$ cat src/rtl/mem_arbiter.sv
// -----------------------------------------------------------------------------
// mem_arbiter
//
// Shares one memory port between the CPU instruction-fetch requester (i_*)
// and the load/store requester (d_*). Each granted access holds the memory
// port for LATENCY cycles. Read data is registered into the owner's rdata
// register, and the owner's ready pulses for one cycle.
//
// Handshake: a requester raises req with its address/data stable and holds
// it until its ready pulses. ready is high for exactly one cycle, and rdata
// is valid from that cycle on until the next read by the same port. The
// arbiter samples requests only in IDLE. A requester that still holds req
// in the IDLE cycle after its ready starts a new transaction, so it must
// drop req in the cycle that follows ready to avoid a repeat. Dropping req
// mid-transaction has no effect: the transaction still completes.
//
// Parameters:
//   LATENCY   memory access cycles per transaction (1..15)
//   DATA_PRIO winner on simultaneous requests: 1 = data, 0 = instruction
//
// Build option:
//   MEM_ARB_RR_EN  when defined, simultaneous requests are resolved
//                  round-robin against a last-grant register, and
//                  DATA_PRIO is ignored.
//
// Ports:
//   clk, reset          clock; synchronous active-high reset
//   i_req/i_addr        instruction fetch request and address
//   i_ready/i_rdata     fetch completion pulse and registered fetch data
//   d_req/d_we/d_addr/d_wdata  load/store request
//                       (d_we: 0 = read, bit0 word, bit1 half, bit2 byte)
//   d_ready/d_rdata     load/store completion pulse and registered load data
//   m_addr/m_we/m_wdata/m_rdata  shared memory port
//   busy                high whenever the FSM is not IDLE
//   grant               {d,i} owner of the current transaction, 00 in IDLE
//   state_dbg           raw FSM state (0 IDLE, 1 ACCESS, 2 RESP)
// -----------------------------------------------------------------------------
module mem_arbiter #(
  parameter int unsigned LATENCY   = 1,
  parameter bit          DATA_PRIO = 1'b1
) (
  input  logic        clk,
  input  logic        reset,
  input  logic        i_req,
  input  logic [31:0] i_addr,
  output logic        i_ready,
  output logic [31:0] i_rdata,
  input  logic        d_req,
  input  logic [2:0]  d_we,
  input  logic [31:0] d_addr,
  input  logic [31:0] d_wdata,
  output logic        d_ready,
  output logic [31:0] d_rdata,
  output logic [31:0] m_addr,
  output logic [2:0]  m_we,
  output logic [31:0] m_wdata,
  input  logic [31:0] m_rdata,
  output logic        busy,
  output logic [1:0]  grant,
  output logic [1:0]  state_dbg
);

  typedef enum logic [1:0] {
    S_IDLE   = 2'd0,
    S_ACCESS = 2'd1,
    S_RESP   = 2'd2
  } state_t;

  localparam logic [3:0] CNT_INIT = 4'(LATENCY - 1);

  state_t      state;
  state_t      state_next;
  logic [3:0]  cnt;
  logic        owner_d;     // 1 = data port owns the transaction
  logic [31:0] lat_addr;
  logic [2:0]  lat_we;
  logic [31:0] lat_wdata;
  logic [31:0] i_rdata_q;
  logic [31:0] d_rdata_q;
  logic        any_req;
  logic        pick_d;      // winner if a grant happens this cycle
  logic        last_cycle;  // final ACCESS cycle: commit write / capture read

  assign any_req    = i_req | d_req;
  assign last_cycle = (state == S_ACCESS) && (cnt == 4'd0);

`ifdef MEM_ARB_RR_EN
  // Records which port won the most recent grant (1 = data). It resets to
  // instruction, so the first contended grant goes to the data port.
  logic last_grant_d;

  always_ff @(posedge clk) begin
    if (reset) begin
      last_grant_d <= 1'b0;
    end else if (state == S_IDLE && any_req) begin
      last_grant_d <= pick_d;
    end
  end

  always_comb begin
    pick_d = d_req;
    if (i_req && d_req) begin
      pick_d = ~last_grant_d;
    end
  end
`else
  always_comb begin
    pick_d = d_req;
    if (i_req && d_req) begin
      pick_d = DATA_PRIO;
    end
  end
`endif

  // ---------------------------------------------------------------------------
  // FSM: state register
  // ---------------------------------------------------------------------------
  always_ff @(posedge clk) begin
    if (reset) begin
      state <= S_IDLE;
    end else begin
      state <= state_next;
    end
  end

  // ---------------------------------------------------------------------------
  // FSM: next-state logic
  // ---------------------------------------------------------------------------
  always_comb begin
    state_next = state;
    case (state)
      S_IDLE:   if (any_req) state_next = S_ACCESS;
      S_ACCESS: if (cnt == 4'd0) state_next = S_RESP;
      S_RESP:   state_next = S_IDLE;
      default:  state_next = S_IDLE;
    endcase
  end

  // ---------------------------------------------------------------------------
  // FSM: outputs
  // ---------------------------------------------------------------------------
  always_comb begin
    busy    = (state != S_IDLE);
    grant   = 2'b00;
    i_ready = 1'b0;
    d_ready = 1'b0;
    m_we    = 3'b000;
    if (state != S_IDLE) begin
      grant = owner_d ? 2'b10 : 2'b01;
    end
    if (state == S_RESP) begin
      i_ready = ~owner_d;
      d_ready = owner_d;
    end
    // The write enable exists for one cycle only, so each store is committed
    // once. It is also blocked while reset is asserted.
    if (last_cycle && !reset) begin
      m_we = lat_we;
    end
  end

  assign m_addr    = lat_addr;
  assign m_wdata   = lat_wdata;
  assign i_rdata   = i_rdata_q;
  assign d_rdata   = d_rdata_q;
  assign state_dbg = state;

  // ---------------------------------------------------------------------------
  // Datapath: request latch, wait counter, read-data capture
  // ---------------------------------------------------------------------------
  always_ff @(posedge clk) begin
    if (reset) begin
      cnt       <= 4'd0;
      owner_d   <= 1'b0;
      lat_addr  <= 32'd0;
      lat_we    <= 3'b000;
      lat_wdata <= 32'd0;
      i_rdata_q <= 32'd0;
      d_rdata_q <= 32'd0;
    end else begin
      case (state)
        S_IDLE: begin
          if (any_req) begin
            // Only the winner's inputs are latched. The loser's inputs are
            // picked up when it is eventually granted.
            owner_d   <= pick_d;
            lat_addr  <= pick_d ? d_addr : i_addr;
            lat_we    <= pick_d ? d_we : 3'b000;
            lat_wdata <= pick_d ? d_wdata : 32'd0;
            cnt       <= CNT_INIT;
          end
        end
        S_ACCESS: begin
          if (cnt != 4'd0) begin
            cnt <= cnt - 4'd1;
          end else if (lat_we == 3'b000) begin
            // Stores leave the owner's rdata untouched.
            if (owner_d) begin
              d_rdata_q <= m_rdata;
            end else begin
              i_rdata_q <= m_rdata;
            end
          end
        end
        default: ;
      endcase
    end
  end

endmodule
$ cat config.mk
export PLATFORM = sky130hd
export DESIGN_NAME = mem_arbiter
export DESIGN_NICKNAME = d
export VERILOG_FILES = /design/src/rtl/mem_arbiter.sv
export SDC_FILE = /design/constraint.sdc
export NUM_CORES = 1
export LEC_CHECK = 0
export ABC_AREA = 1
export ABC_CLOCK_PERIOD_IN_PS = 1650
export BUFFER_PORTS_ARGS = -buffer_cell sky130_fd_sc_hd__buf_4
export CAP_MARGIN = 20
export CELL_PAD_IN_SITES_DETAIL_PLACEMENT = 1
export CELL_PAD_IN_SITES_GLOBAL_PLACEMENT = 1
export CORE_AREA = 2 2 141 143
export CTS_CLUSTER_SIZE = 30
export DETAILED_ROUTE_END_ITERATION = 7
export DIE_AREA = 0 0 143 145
export GPL_TIMING_DRIVEN = 0
export MAX_ROUTING_LAYER = met4
export PLACE_DENSITY_LB_ADDON = 0.2
export SLEW_MARGIN = 25
export SYNTH_ARGS = -nofsm -noshare
export SYNTH_HDL_FRONTEND = slang
export SYNTH_SLANG_ARGS = --single-unit
$ cat constraint.sdc
create_clock -name clk -period 1.65 [get_ports clk]
set_clock_uncertainty 0.2 [all_clocks]
set_input_delay 0 -clock clk [delete_from_list [all_inputs] [get_ports clk]]
set_output_delay 0 -clock clk [all_outputs]
set_load 0.02 [all_outputs]
# == Word level (Yosys, flattened, before mapping) ==
# Cells that the tools add are included.
# Widths: inputs -> output; s select.
# totals
reg_bits,138
inputBits,135
output_inout_bits,138
elab_cells,47
# classes
addsub,1
eq_ne,5
muxes,15
n_bitwise,3
n_reduce_logical,15
# ops
cell,count
$mux 32,2
$mux 2,4
$mux 4,2
$pmux 4 s2,1
$reduce_and 4->1,2
$mux 3,2
$logic_not 4->1,1
$ne 2x1->1 const B,2
$pmux 2 s2,1
$reduce_and 2->1,2
$reduce_bool 2->1,2
$reduce_bool 4->1,1
$sub 4x1->4 const B,1
$logic_and 1x1->1,3
$logic_not 3->1,1
$mux 1,3
$reduce_and 3->1,1
$eq 2x1->1 const B,1
$eq 2x2->1 const B,1
$logic_not 2->1,1
$ne 2x2->1 const B,1
$not 1->1,2
$logic_not 1->1,1
$or 1x1->1,1

# == Longest topological paths before layout ==
# Gate-level depths: netlist of the first run.
# depth
ltp_word,4
depth_mapped,9
mapped_depth_nobuf,8

# == Worst setup path after synthesis of the first run ==
# OpenSTA, ideal clock, no wires.
# synth_timing
kind,reg2out
from,"register state[0], in the netlist state_dbg[0]"
to,output port m_we[0]
arrival_time_ns,1.422
required_time_ns,1.450
slack_ns,0.028
path_stages_with_launch,8
n_path_buf,1
cell_sequence,dfxtp_1 inv_2 nor2_4 inv_2 nor2_1 buf_2 nand2_1 nor2_1
# synth_via
elab_chain_len,4
# synth_lines
element,line,rtl
"start, declared",71,state_t state;
"start signal, assigned",122,state <= state_next;
$eq 2x1->1,85,assign last_cycle = (state == S_ACCESS) && (cnt == 4'd0);
$logic_and 1x1->1,85,
$logic_and 1x1->1,157,if (last_cycle && !reset) begin
$mux 3,157,
"end, declared",55,"output logic [2:0] m_we,"
# Every way passes these cells.

# == Final worst setup path of the first run ==
# layout_timing
from,register cnt[1]
to,output port m_we[0]
# layout_via
elab_chain_len,4
# layout_lines
element,line,rtl
"start, declared",73,logic [3:0] cnt;
"start signal, assigned",195,cnt <= cnt - 4'd1;
$logic_not 4->1,85,
$logic_and 1x1->1,85,
$logic_and 1x1->1,157,
$mux 3,157,
# Every way passes these cells.

==> results by group, run 1 <==
Status
  – Outcome: finished with violations
  – Failing checks: negative setup slack

Detailed routing
  – Routed Antenna Nets: 0
  – DRT Pass-1 Iters: 4
  – Total Wirelength: 25400 um
  – DRC viols: 0
  – Total number of vias: 7220
  – Routed length per instance: 16.1 um
  – Iteration-0 DRC Markers: 175
  – Vias per inst: 4.58

STA
  – Final setup vio count: 7
  – TNS Setup: -0.428 ns
  – Worst-margin pin slew: 0.542 ns
  – Fin. max-slew vios: 0
  – Setup WS post-layout: -0.149 ns
  – Maximum clock rate: 556 MHz
  – Unrepaired setup endpoints after global routing: true
  – Final worst path period share: 109%
  – Count of final hold-check violations: 0
  – Relative slew margins: 63.9%
  – Final min period: 1.80 ns

CTS
  – Clk Latency, worst-skew pair: 0.42 ns
  – H-tree levels: 4
  – Root buffer cell: clkbuf_16
  – Clock transition at path regs: 0.06 ns
  – # clock sinks: 138
  – Clock Tree Buf Depth: 2
  – CTS tree: built
  – CTS Buf Count: 17

Worst setup path
  – Element type at the critical path start: flop
  – R2R cell count: 9
  – Crit end category: output pin
  – Crit path kind: reg -> out
  – Worst path arrival time: 1.60 ns
  – Worst Setup EP: m_we[0]
  – R2R Setup Slk: -0.02 ns
  – Critical Path Start: cnt[1]$_SDFFE_PP0P_
  – FF-to-FF End: i_rdata[20]$_SDFFE_PP0P_
  – Worst-path fanout max: 4
  – Critical path data required time: 1.45 ns
  – R2r startpoint: cnt[1]$_SDFFE_PP0P_

Yosys
  – Mapped Area: 5830 um2
  – Flops & latches, synth: 138
  – Post-synthesis sequential area ratio: 47.4%
  – Cell count after synthesis: 854
  – Syn_area_per_cell: 6.83 um2
  – Synthesis warning total: 0
  – Count of cell types in the netlist: 18
  – Syn_nets: 991

Die
  – Die Area: 20700 um2
  – Total core area: 19200 um2
  – Die Height: 145 um
  – I/O pin total: 273
  – Initial Utilization: 30.4%
  – # rows: 51
  – Width of the die: 143 um

Place
  – Post-DP HPWL: 16200 um
  – RePlAce Congestion: 0.808
  – Cell Area, Placed: 8200 um2
  – Port Buffers: 271
  – Placed cells: 1390

Power and ir drop
  – Sw frac: 34.6%
  – Power, Total: 12600 uW
  – Sequential fraction of design power: 32.8%
  – Pint: 8230 uW
  – Gate power share: 35.9%
  – Worst vdd ir: 0.000935 V
  – Leakage: 0.00508 uW
  – Clk pwr share: 31.3%
  – Switching power: 4360 uW
  – Power per cell area: 1190 nW/um2

Min path
  – Min-delay worst type: in -> reg

Layout
  – Antenna cells: 0
  – Final Cell Area: 10600 um2
  – Fill count: 2386
  – Final core area utilization: 55.1%
  – Layout cell share with drive strength beyond 1: 30.5%
  – Area Overhead vs Synth: 81.3%
  – Final std cells w/o fill: 1575
  – Final #Nets: 1434

Global routing
  – First-pass GRT wire length: 39200 um
  – GRT Overall Usage: 24.5%
  – Initial antenna violation count: 0
  – Pin count of the biggest net entering global routing: 17
  – Vias in the first global route: 7841
  – Total global routing overflow: 0

Flow run
  – Max cap viols: 0
cells by family (layout without fill, tap and decap cells):
kind of cell / after synthesis / count (layout) / share of synthesized area, %
flip-flops: 138 / 138 / 47.4
AO/OA/AOI/OAI: 103 / 103 / 9.03
AND/OR/NAND/NOR: 473 / 473 / 33.0
adder cells (fa/ha/maj): 2 / 2 / 0.429
buffers and inverters: 138 / 594 / 10.1
stage by stage:
stage | setup WS, ns | hold slack (ns)
2_1_floorplan | 0.0284 | -0.0354
3_3_place_gp | -0.135 | 0.0833
3_5_place_dp | -0.191 | 0.0883
4_1_cts | -0.148 | 0.0259
5_1_grt | -0.225 | 0.0391
6_report | -0.149 | 0.0247
power by group through the flow:
| stage | clock, uW | combinational (uW) | sequential (uW) |
|---|---|---|---|
| after global routing | 4160 | 4920 | 4190 |
| after global placement | 0 | 3650 | 4150 |
| after detailed placement | 0 | 3710 | 4170 |
| final | 3940 | 4520 | 4130 |
| after floorplan | 0 | 1610 | 4660 |
| after CTS | 4010 | 4310 | 4120 |
critical path, cell delays in order (launching register included):
cell and delay (ns):
dfxtp_2 0.32, inv_2 0.09, ha_4 0.15, nand2_4 0.06
nor2_4 0.11, buf_6 0.12, nand2_8 0.07, nor2_4 0.14
buf_6 0.12
flip-flops by register name, summed over array words and instances, names as in the netlist:
signal and cells:
d_rdata 32, i_rdata 32, m_addr 32, m_wdata 32
cnt 4, lat_we 3, state_dbg 2, owner_d 1
per-layer routing:
layer  wire length, um  global-route usage, %
met5                 0                      -
met3              1410                   6.44
met2             13100                   43.4
met4               716                   8.51
met1             10200                   26.2
repair_timing:
item | 4_1_cts | 5_1_grt
buffers inserted | 11 | 8
endpoints found under the setup margin | 110 | 114
endpoints found under the hold margin | 137 | 0
resized for setup | 51 | 42
cloned | 2 | 3
hold buffers | 133 | 0
pin swaps | 6 | 18
cell usage after synthesis:
cell type,instances,area (um2)
dfxtp_1,138,2760
buf_4,15,113
clkbuf_1,20,75.1
nand3_1,106,531
nor2_1,215,807
ha_1,2,25.0
buf_2,14,70.1
nand2_1,146,548
nor2_4,1,11.3
o21ai_0,64,320
nor2_2,2,12.5
inv_2,3,11.3
nor3_1,2,10.0
a21oi_1,38,190
buf_1,9,33.8
inv_1,77,289
nand3b_1,1,7.51
o21ai_4,1,16.3
final cells by class:
type,instances,area (um2),share of cell area [%]
timing repair buffer,426,3590,33.9
sequential,138,2770,26.2
multi-input combinational,578,2620,24.8
clock buffer,23,498,4.71
buffer,56,349,3.30
tap,265,332,3.13
inverter,80,303,2.86
clock inverter,9,111,1.05
worst min-delay path by stage:
stage | start | endpoint | slack (ns) | cells past startpoint
after floorplan | d_we[0] | lat_we[0]$_SDFFE_PP0P_ | -0.04 | 2
after global placement | d_wdata[3] | m_wdata[3]$_SDFFE_PP0P_ | 0.08 | 3
after detailed placement | d_wdata[10] | m_wdata[10]$_SDFFE_PP0P_ | 0.09 | 3
after CTS | reset | d_rdata[24]$_SDFFE_PP0P_ | 0.03 | 5
after global routing | reset | d_rdata[28]$_SDFFE_PP0P_ | 0.04 | 5
final | reset | d_rdata[24]$_SDFFE_PP0P_ | 0.02 | 5
cell usage in the layout, fill, tap and decap left out, types with 3 or more instances in the layout:
cell type / count
nor2_4: 10
buf_2: 14
nor2_1: 200
dlygate4sd3_1: 133
clkbuf_1: 12
a21oi_1: 38
clkbuf_8: 5
nor2_2: 8
dfxtp_1: 132
buf_4: 286
buf_6: 15
clkbuf_4: 4
clkbuf_2: 6
buf_8: 3
nand3_1: 103
dfxtp_2: 5
o21ai_0: 64
clkbuf_16: 18
inv_2: 6
nand2_1: 143
buf_1: 8
inv_1: 73
Power figures use the tool's default switching activity.
==> run 2, diff against run 1 <==
Settings changed: ABC_CLOCK_PERIOD_IN_PS 1650 to 1900.
Clock period 1.65 ns to 1.9 ns, I/O delays scaled along.
==> run 2 against run 1 <==
  * The flow now finishes without violations
  * Largest cell class unchanged
  * Clock power is 13% lower
  * Sequential cell count stayed put
  * Wire length is 2.7% lower
  * Critical path type unchanged
  * Setup slack better by 0.23 ns
  * Global-route usage is 0.38 points lower
  * Combinational power is 20% lower
  * Utilization is 1.5 points lower
  * Cell count is 0.95% lower
==> results by group, run 2 (synthesized netlist as in run 1, its figures left out) <==
CTS
  – CTS Buf Count: 17
  – Clk Latency, worst-skew pair: 0.42 ns
  – Clock Tree Buf Depth: 2
  – # clock sinks: 138
  – Clock transition at path regs: 0.06 ns
  – Root buffer cell: clkbuf_16
  – CTS tree: built
  – H-tree levels: 4

Worst setup path
  – Worst-path fanout max: 4
  – CP Buf/Inv Count: 3
  – Worst path arrival time: 1.62 ns
  – Critical Path Start: cnt[0]$_SDFFE_PP0P_
  – CP max stage delay: 0.32 ns
  – Element type at the critical path start: flop
  – Delay-heaviest family, CP: simple AND/OR/NAND/NOR gates
  – Crit end category: output pin
  – Max stage delay cell, worst path: dfxtp_2
  – Crit path kind: reg -> out
  – Critical path data required time: 1.70 ns
  – R2r startpoint: cnt[0]$_SDFFE_PP0P_
  – Crit path cell chain: inv_2 > ha_4 > nand2_1 > nor2_4 > buf_6 > nand2_8 > nor2_4 > buf_6

Power and ir drop
  – Power, Total: 10600 uW
  – Power per cell area: 1030 nW/um2
  – Leakage: 0.00494 uW
  – Worst vdd ir: 0.000812 V

Min path
  – Hold Crit Start: reset
  – Min-delay worst type: in -> reg

STA
  – Final worst path period share: 95.9%
  – Worst-margin pin slew: 0.548 ns
  – Final min period: 1.82 ns
  – Setup WS post-layout: 0.0781 ns
  – Relative slew margins: 63.4%
  – Fin. max-slew vios: 0
  – Maximum clock rate: 549 MHz
  – Count of final hold-check violations: 0
  – Final setup vio count: 0
  – WHS: 0.0268 ns

Place
  – Pre-CTS setup slack: 0.0586 ns
  – Port Buffers: 271
  – Placed cells: 1390
  – RePlAce Congestion: 0.808
  – Post-DP HPWL: 16200 um

Detailed routing
  – Routed Antenna Nets: 0
  – Iteration-0 DRC Markers: 176
  – Vias per inst: 4.59
  – DRT Pass-1 Iters: 4
  – Routed length per instance: 15.8 um
  – Total Wirelength: 24700 um
  – DRC viols: 0
  – Total number of vias: 7159

Global routing
  – First-pass GRT wire length: 38600 um
  – Total global routing overflow: 0
  – Vias in the first global route: 7721
  – Pin count of the biggest net entering global routing: 17
  – GRT Overall Usage: 24.1%
  – Initial antenna violation count: 0

Flow run
  – Max cap viols: 0

Layout
  – Final #Nets: 1419
  – Most common cell after layout, fill and taps aside: buf_4
  – Antenna cells: 0
  – Layout cell share with drive strength beyond 1: 27.9%
  – Area Overhead vs Synth: 76.4%
  – Final std cells w/o fill: 1560
  – Most frequent cells in the layout: buf_4, nor2_1, nand2_1

Die
  – Width of the die: 143 um
  – Die Height: 145 um
  – # rows: 51
  – I/O pin total: 273
  – Die Area: 20700 um2
  – Initial Utilization: 30.4%
  – Total core area: 19200 um2

Status
  – Outcome: finished, final reports clean
[run 2: path summary, 6_finish.rpt]
check / to / slack [ns] / cells past startpoint
worst max-delay path: m_we[2] / 0.08 / 8
worst min-delay path: m_addr[26]$_SDFFE_PP0P_ / 0.03 / 5
worst max register to register: i_rdata[20]$_SDFFE_PP0P_ / 0.11 / 10
worst min register to register: m_wdata[23]$_SDFFE_PP0P_ / 0.26 / 2
[run 2: repair_timing]
action                                  4_1_cts  5_1_grt
endpoints found under the setup margin        5       61
hold buffers                                133        0
pin swaps                                     4        4
hold endpoints to repair                    137        0
gates resized for setup                       8       29
buffers inserted                              3        2
gates cloned                                  0        0
[run 2: worst reg2reg max path: cells and delay by family (launching register included)]
| family | cells | cell delay (ns) |
|---|---|---|
| simple gates | 5 | 0.50 |
| flops | 1 | 0.32 |
| fa+ha+maj | 1 | 0.14 |
| buf+inv | 4 | 0.52 |
[run 2: layout make-up]
type                       count  area (um2)
fill                        2394        8920
multi-input combinational    578        2560
sequential                   138        2770
inverter                      80         300
clock buffer                  23         498
timing repair buffer         409        3410
buffer                        58         308
clock inverter                 9         111
tap                          265         332
[run 2: power breakdown]
group	leakage [uW]	total (uW)	internal, uW	switching [uW]
clock network	0.000296	3420	2110	1310
logic	0.00352	3630	1520	2120
registers	0.00113	3580	3320	255
[run 2: metal layers]
layer / routed length, um / up-vias / GRT usage [%]
met3: 1440 / 60 / 6.34
li1: - / 3521 / -
met1: 9940 / 3358 / 26.0
met4: 731 / 0 / 8.51
met5: 0 / - / -
met2: 12600 / 220 / 42.4
[run 2: metrics by stage]
stage               utilization (%)  cell area [um2]  TNS (ns)
finish                         53.6            10300         0
global route                   53.6            10300   -0.0302
CTS                            53.0            10200  -0.00340
detailed placement             42.7             8200         0
global placement               42.7             8200         0
floorplan                         -             5830         0
